## src/rtl/serial_subtractor.sv

```systemverilog
// Digit-serial two's-complement subtractor: a - b - bin, DIGIT bits per clock, LSB digit first.
// Result, borrow-out and signed overflow are registered and update only on the completing edge.
module serial_subtractor #(
    parameter int unsigned WIDTH = 32,
    parameter int unsigned DIGIT = 4
) (
    input  logic             clk,
    input  logic             rst,
    input  logic             start,
    input  logic [WIDTH-1:0] a,
    input  logic [WIDTH-1:0] b,
    input  logic             bin,
    output logic [WIDTH-1:0] diff,
    output logic             borrow,
    output logic             overflow,
    output logic             busy,
    output logic             done
);

    localparam int unsigned NDIG = WIDTH / DIGIT;
    localparam int unsigned CW   = (NDIG > 1) ? $clog2(NDIG) : 1;
    localparam logic [CW-1:0] LAST = CW'(NDIG - 1);

    typedef enum logic [1:0] {
        IDLE = 2'd0,
        RUN  = 2'd1,
        DONE = 2'd2
    } state_t;

    state_t           state_q;
    logic [WIDTH-1:0] a_q;
    logic [WIDTH-1:0] b_q;
    logic [WIDTH-1:0] res_q;
    logic [WIDTH-1:0] diff_q;
    logic             brw_q;
    logic             borrow_q;
    logic             ovf_q;
    logic             busy_q;
    logic             done_q;
    logic [CW-1:0]    cnt_q;

    logic [31:0]      base;
    logic [DIGIT-1:0] a_dig;
    logic [DIGIT-1:0] b_dig;
    logic [DIGIT-1:0] d_dig;
    logic             d_bo;
    logic [WIDTH-1:0] res_d;
    logic             ovf_d;

    // One digit of the subtraction plus the partial result it completes.
    always_comb begin
        base  = 32'(cnt_q) * DIGIT;
        a_dig = a_q[base +: DIGIT];
        b_dig = b_q[base +: DIGIT];
        {d_bo, d_dig} = {1'b0, a_dig} - {1'b0, b_dig} - {{DIGIT{1'b0}}, brw_q};
        res_d = res_q;
        res_d[base +: DIGIT] = d_dig;
        ovf_d = (a_q[WIDTH-1] != b_q[WIDTH-1]) && (res_d[WIDTH-1] != a_q[WIDTH-1]);
    end

    always_ff @(posedge clk) begin
        if (rst) begin
            state_q  <= IDLE;
            a_q      <= '0;
            b_q      <= '0;
            res_q    <= '0;
            diff_q   <= '0;
            brw_q    <= 1'b0;
            borrow_q <= 1'b0;
            ovf_q    <= 1'b0;
            busy_q   <= 1'b0;
            done_q   <= 1'b0;
            cnt_q    <= '0;
        end else begin
            case (state_q)
                IDLE, DONE: begin
                    done_q <= 1'b0;
                    if (start) begin
                        a_q     <= a;
                        b_q     <= b;
                        brw_q   <= bin;
                        cnt_q   <= '0;
                        busy_q  <= 1'b1;
                        state_q <= RUN;
                    end else begin
                        state_q <= IDLE;
                    end
                end
                RUN: begin
                    // start is ignored here; latched operands stay untouched.
                    res_q <= res_d;
                    brw_q <= d_bo;
                    if (cnt_q == LAST) begin
                        diff_q   <= res_d;
                        borrow_q <= d_bo;
                        ovf_q    <= ovf_d;
                        busy_q   <= 1'b0;
                        done_q   <= 1'b1;
                        state_q  <= DONE;
                    end else begin
                        cnt_q <= cnt_q + CW'(1);
                    end
                end
                default: begin
                    busy_q  <= 1'b0;
                    done_q  <= 1'b0;
                    state_q <= IDLE;
                end
            endcase
        end
    end

    assign diff     = diff_q;
    assign borrow   = borrow_q;
    assign overflow = ovf_q;
    assign busy     = busy_q;
    assign done     = done_q;

endmodule

```

## config.mk

```make
export PLATFORM = sky130hd
export DESIGN_NAME = serial_subtractor
export DESIGN_NICKNAME = d
export VERILOG_FILES = /design/src/rtl/serial_subtractor.sv
export SDC_FILE = /design/constraint.sdc
export NUM_CORES = 1
export LEC_CHECK = 0
export CORE_MARGIN = 5
export CORE_UTILIZATION = 45
export CTS_CLUSTER_SIZE = 40
export DETAILED_ROUTE_END_ITERATION = 12
export PLACE_DENSITY = 0.77
export SYNTH_ARGS = -nofsm -noshare
export SYNTH_HDL_FRONTEND = slang
export SYNTH_SLANG_ARGS = --single-unit
```

## constraint.sdc

```tcl
create_clock -name clk -period 4.3 [get_ports clk]
set_input_delay 0.43 -clock clk [delete_from_list [all_inputs] [get_ports clk]]
set_output_delay 0.43 -clock clk [all_outputs]
set_load 0.02 [all_outputs]
```

==> run_results.csv <==
group,metric,value,unit
logic_synthesis,synth-async-reset-ratio,0,
cells_and_area,layout-drive-gt1-share,0.0819,
logic_synthesis,synth_edf_count,0,
logic_synthesis,netlist_area,0.00600,mm²
clocking,post_cts.repair.setup_buffers,0,
clocking,clk_pin_slew_worst_paths,0.06,ns
critical_path,rrSetupSlack,0.84,ns
global_routing,grt.overflow.total,0,
route,wirelength,14500,µm
global_routing,grt_pass1_wl,24000,µm
route,drc_errors,0,
route,vias_per_cell,5.24,
sta,finClkSkew,0.0136,ns
power_and_ir_drop,irDropWorstVdd,246,µV
clocking,cts_tree,"built",
floorplan,fp.dieH,125,µm
sta,hold_violations,0,
run,maxCapViolations,0,
min_path,holdPathEnd,"a_q[15]",
floorplan,ioPinCount,104,
placement,dpl.hpwl,10300,µm
power_and_ir_drop,internal_power,0.00230,W
critical_path,cp.arrival,3.79,ns
logic_synthesis,synth_common_cells,"nand2_1 (152), dfxtp_1 (138), nor2_1 (87), a21oi_1 (86), a211oi_1 (46)",
clocking,cts_sinks,138,
clocking,cts_buffers,17,
sta,max_slew_margin,0.279,
min_path,min_path_type,"reg -> reg",
sta,rsz0062_at_grt,"no",
cells_and_area,areaGrowthSynthToFinish,27.7,%
logic_synthesis,synth-seq-cells,138,
logic_synthesis,synth.distinct_cells,41,
logic_synthesis,synthCells,702,
clocking,clk_latency,0.42,ns
placement,dpl_cell_area,0.00712,mm²
sta,tns,0,ns
cells_and_area,final_cells,970,
floorplan,start_util,0.457,
logic_synthesis,synth_area_leaders,"dfxtp_1 (46%), nand2_1 (9.5%), a21oi_1 (7.2%)",
logic_synthesis,ys_seq_area_frac,0.460,
clocking,cts_htree_levels,4,
critical_path,start_kind,"flop",
power_and_ir_drop,p_sw_frac,0.259,
power_and_ir_drop,p_clk_frac,0.424,
floorplan,num_rows,42,
sta,fin_crit,3.46,ns
placement,gp_congestion,0.809,
logic_synthesis,yosysMostFrequentCell,"nand2_1",
global_routing,grt_antenna_before_repair,0,
clocking,cts_root_buf,"clkbuf_16",
logic_synthesis,synth_top_area_cell,"dfxtp_1",
logic_synthesis,syn_area_per_cell,8.55,µm²
floorplan,die-area,0.0157,mm²
power_and_ir_drop,p_comb_frac,0.131,
sta,final_max_slew_viol_count,0,
clocking,clock_path_buffers,2,
route,antenna_left,0,
power_and_ir_drop,p_seq_frac,0.445,
floorplan,die_x,125,µm
logic_synthesis,synth_top_area_frac,0.460,
logic_synthesis,synth_flop_cell,"dfxtp_1",
placement,dp_cells,938,
cells_and_area,final_nets,862,
power_and_ir_drop,leakagePower,2.81,nW
global_routing,track_usage,0.187,
critical_path,critPathRequiredTime,4.63,ns
critical_path,r2r_end,"overflow",
sta,post-route-period-util,0.804,
cells_and_area,fin_area,0.00766,mm²
placement,port-buffer-count,103,
sta,worstMarginPinSlew,1.08,ns
critical_path,critPathKind,"reg -> reg",
logic_synthesis,yosysWarnings,0,
power_and_ir_drop,switchingPower,0.000801,W
critical_path,r2r_start,"cnt_q[0]",
critical_path,crit_fanout,8,
sta,setup_viol,0,
power_and_ir_drop,powerDensity,404,mW/mm²
route,drt_iter0_drc,363,
floorplan,coreArea,0.0131,mm²
cells_and_area,num_antenna_cells,0,
run_status,status,"completed",
sta,fmax,289,MHz
global_routing,grt_pass1_vias,4981,
clocking,cts_resized,0,
min_path,holdPathStages,2,
logic_synthesis,syn_nets,783,
route,wire_per_inst,15.0,µm
route,drt_pass1_iterations,4,
critical_path,crit_path_end_kind,"flop",
global_routing,grt_max_degree,91,
route,vias,5078,
clocking,ctsHoldBuffers,0,
critical_path,r2r_cells,12,
min_path,hold_start,"a_q[15]",
[worst max-delay path, stage by stage (launching register included)]
cell and delay [ns]:
dfxtp_1 0.58, buf_4 0.27, mux4_2 0.51, nand2_1 0.09
nand2_1 0.06, ha_1 0.27, inv_1 0.04, ha_1 0.36
and4_1 0.18, a21oi_1 0.14, nand3_1 0.11, or4b_1 0.51
a311oi_1 0.26
[metal layers]
layer | vias to the layer above | GRT usage | routed length, µm
li1 | 2577 | - | -
met1 | 2338 | 0.231 | 6320
met2 | 147 | 0.325 | 7270
met3 | 16 | 0.0443 | 751
met4 | 0 | 0.0568 | 169
met5 | - | 0 | 0
[logic make-up (layout without fill, tap and decap cells)]
group	after synthesis	after routing	synth area share
adders and majority gates	13	13	0.0296
xor gates and xnor gates	3	3	0.00438
AOI/OAI and AO/OA	153	153	0.151
DFF	138	138	0.460
buffers and inverters	58	150	0.0386
muxes	47	47	0.110
and+or+nand+nor	290	290	0.206
[cell type report]
class	count	area, µm²
well taps	176	220
flip-flops and latches	138	2760
inverters	7	26.3
fillers	1177	5480
clock buffers	21	470
repair buffers	111	1090
clock inverters	11	72.6
multi-input cells	506	3020
[how the worst max path moves through the flow]
stage | slack, ns | startpoint | endpoint | cells past startpoint
final | 0.84 | cnt_q[0] | overflow | 12
after global routing | 0.52 | cnt_q[0] | overflow | 12
after CTS | 0.82 | cnt_q[0] | overflow | 12
after detailed placement | 0.82 | cnt_q[0] | overflow | 12
after global placement | 0.92 | cnt_q[0] | overflow | 12
after floorplan | 0.85 | cnt_q[0] | overflow | 13
[placed cells by master, fill, tap and decap left out, types with 5 or more instances in the layout]
cell and n:
nand2_1 152, dfxtp_1 138, clkdlybuf4s50_1 102, nor2_1 87, a21oi_1 86, a211oi_1 46
mux2i_1 30, clkbuf_16 17, mux4_2 15, ha_1 11, and2_1 10, buf_4 9
o21ai_0 8, inv_1 6, nand4_1 6, nor2b_1 5, o31ai_1 5, nand3_1 5
clkinv_2 5
[through the flow]
stage / hold slack [ns] / power, W / worst slack (ns) / util
floorplan: 0.433 / 0.00166 / 0.845 / -
global placement: 0.441 / 0.00180 / 0.919 / 0.542
detailed placement: 0.446 / 0.00181 / 0.819 / 0.542
CTS: 0.455 / 0.00312 / 0.815 / 0.583
global route: 0.467 / 0.00323 / 0.519 / 0.583
finish: 0.455 / 0.00310 / 0.842 / 0.583
[power groups by stage]
| stage | combinational [W] | clock, W | sequential, W |
|---|---|---|---|
| after floorplan | 0.000271 | 0 | 0.00139 |
| after global placement | 0.000398 | 0 | 0.00140 |
| after detailed placement | 0.000405 | 0 | 0.00140 |
| after CTS | 0.000407 | 0.00133 | 0.00138 |
| after global routing | 0.000450 | 0.00139 | 0.00138 |
| final | 0.000406 | 0.00131 | 0.00138 |
[sequential cells by signal, summed over array words and instances (netlist names)]
register	flops
diff	32
overflow	1
borrow	1
brw_q	1
busy	1
res_q	32
a_q	32
b_q	32
done	1
cnt_q	3
state_q	2
Power figures use the tool's default switching activity.
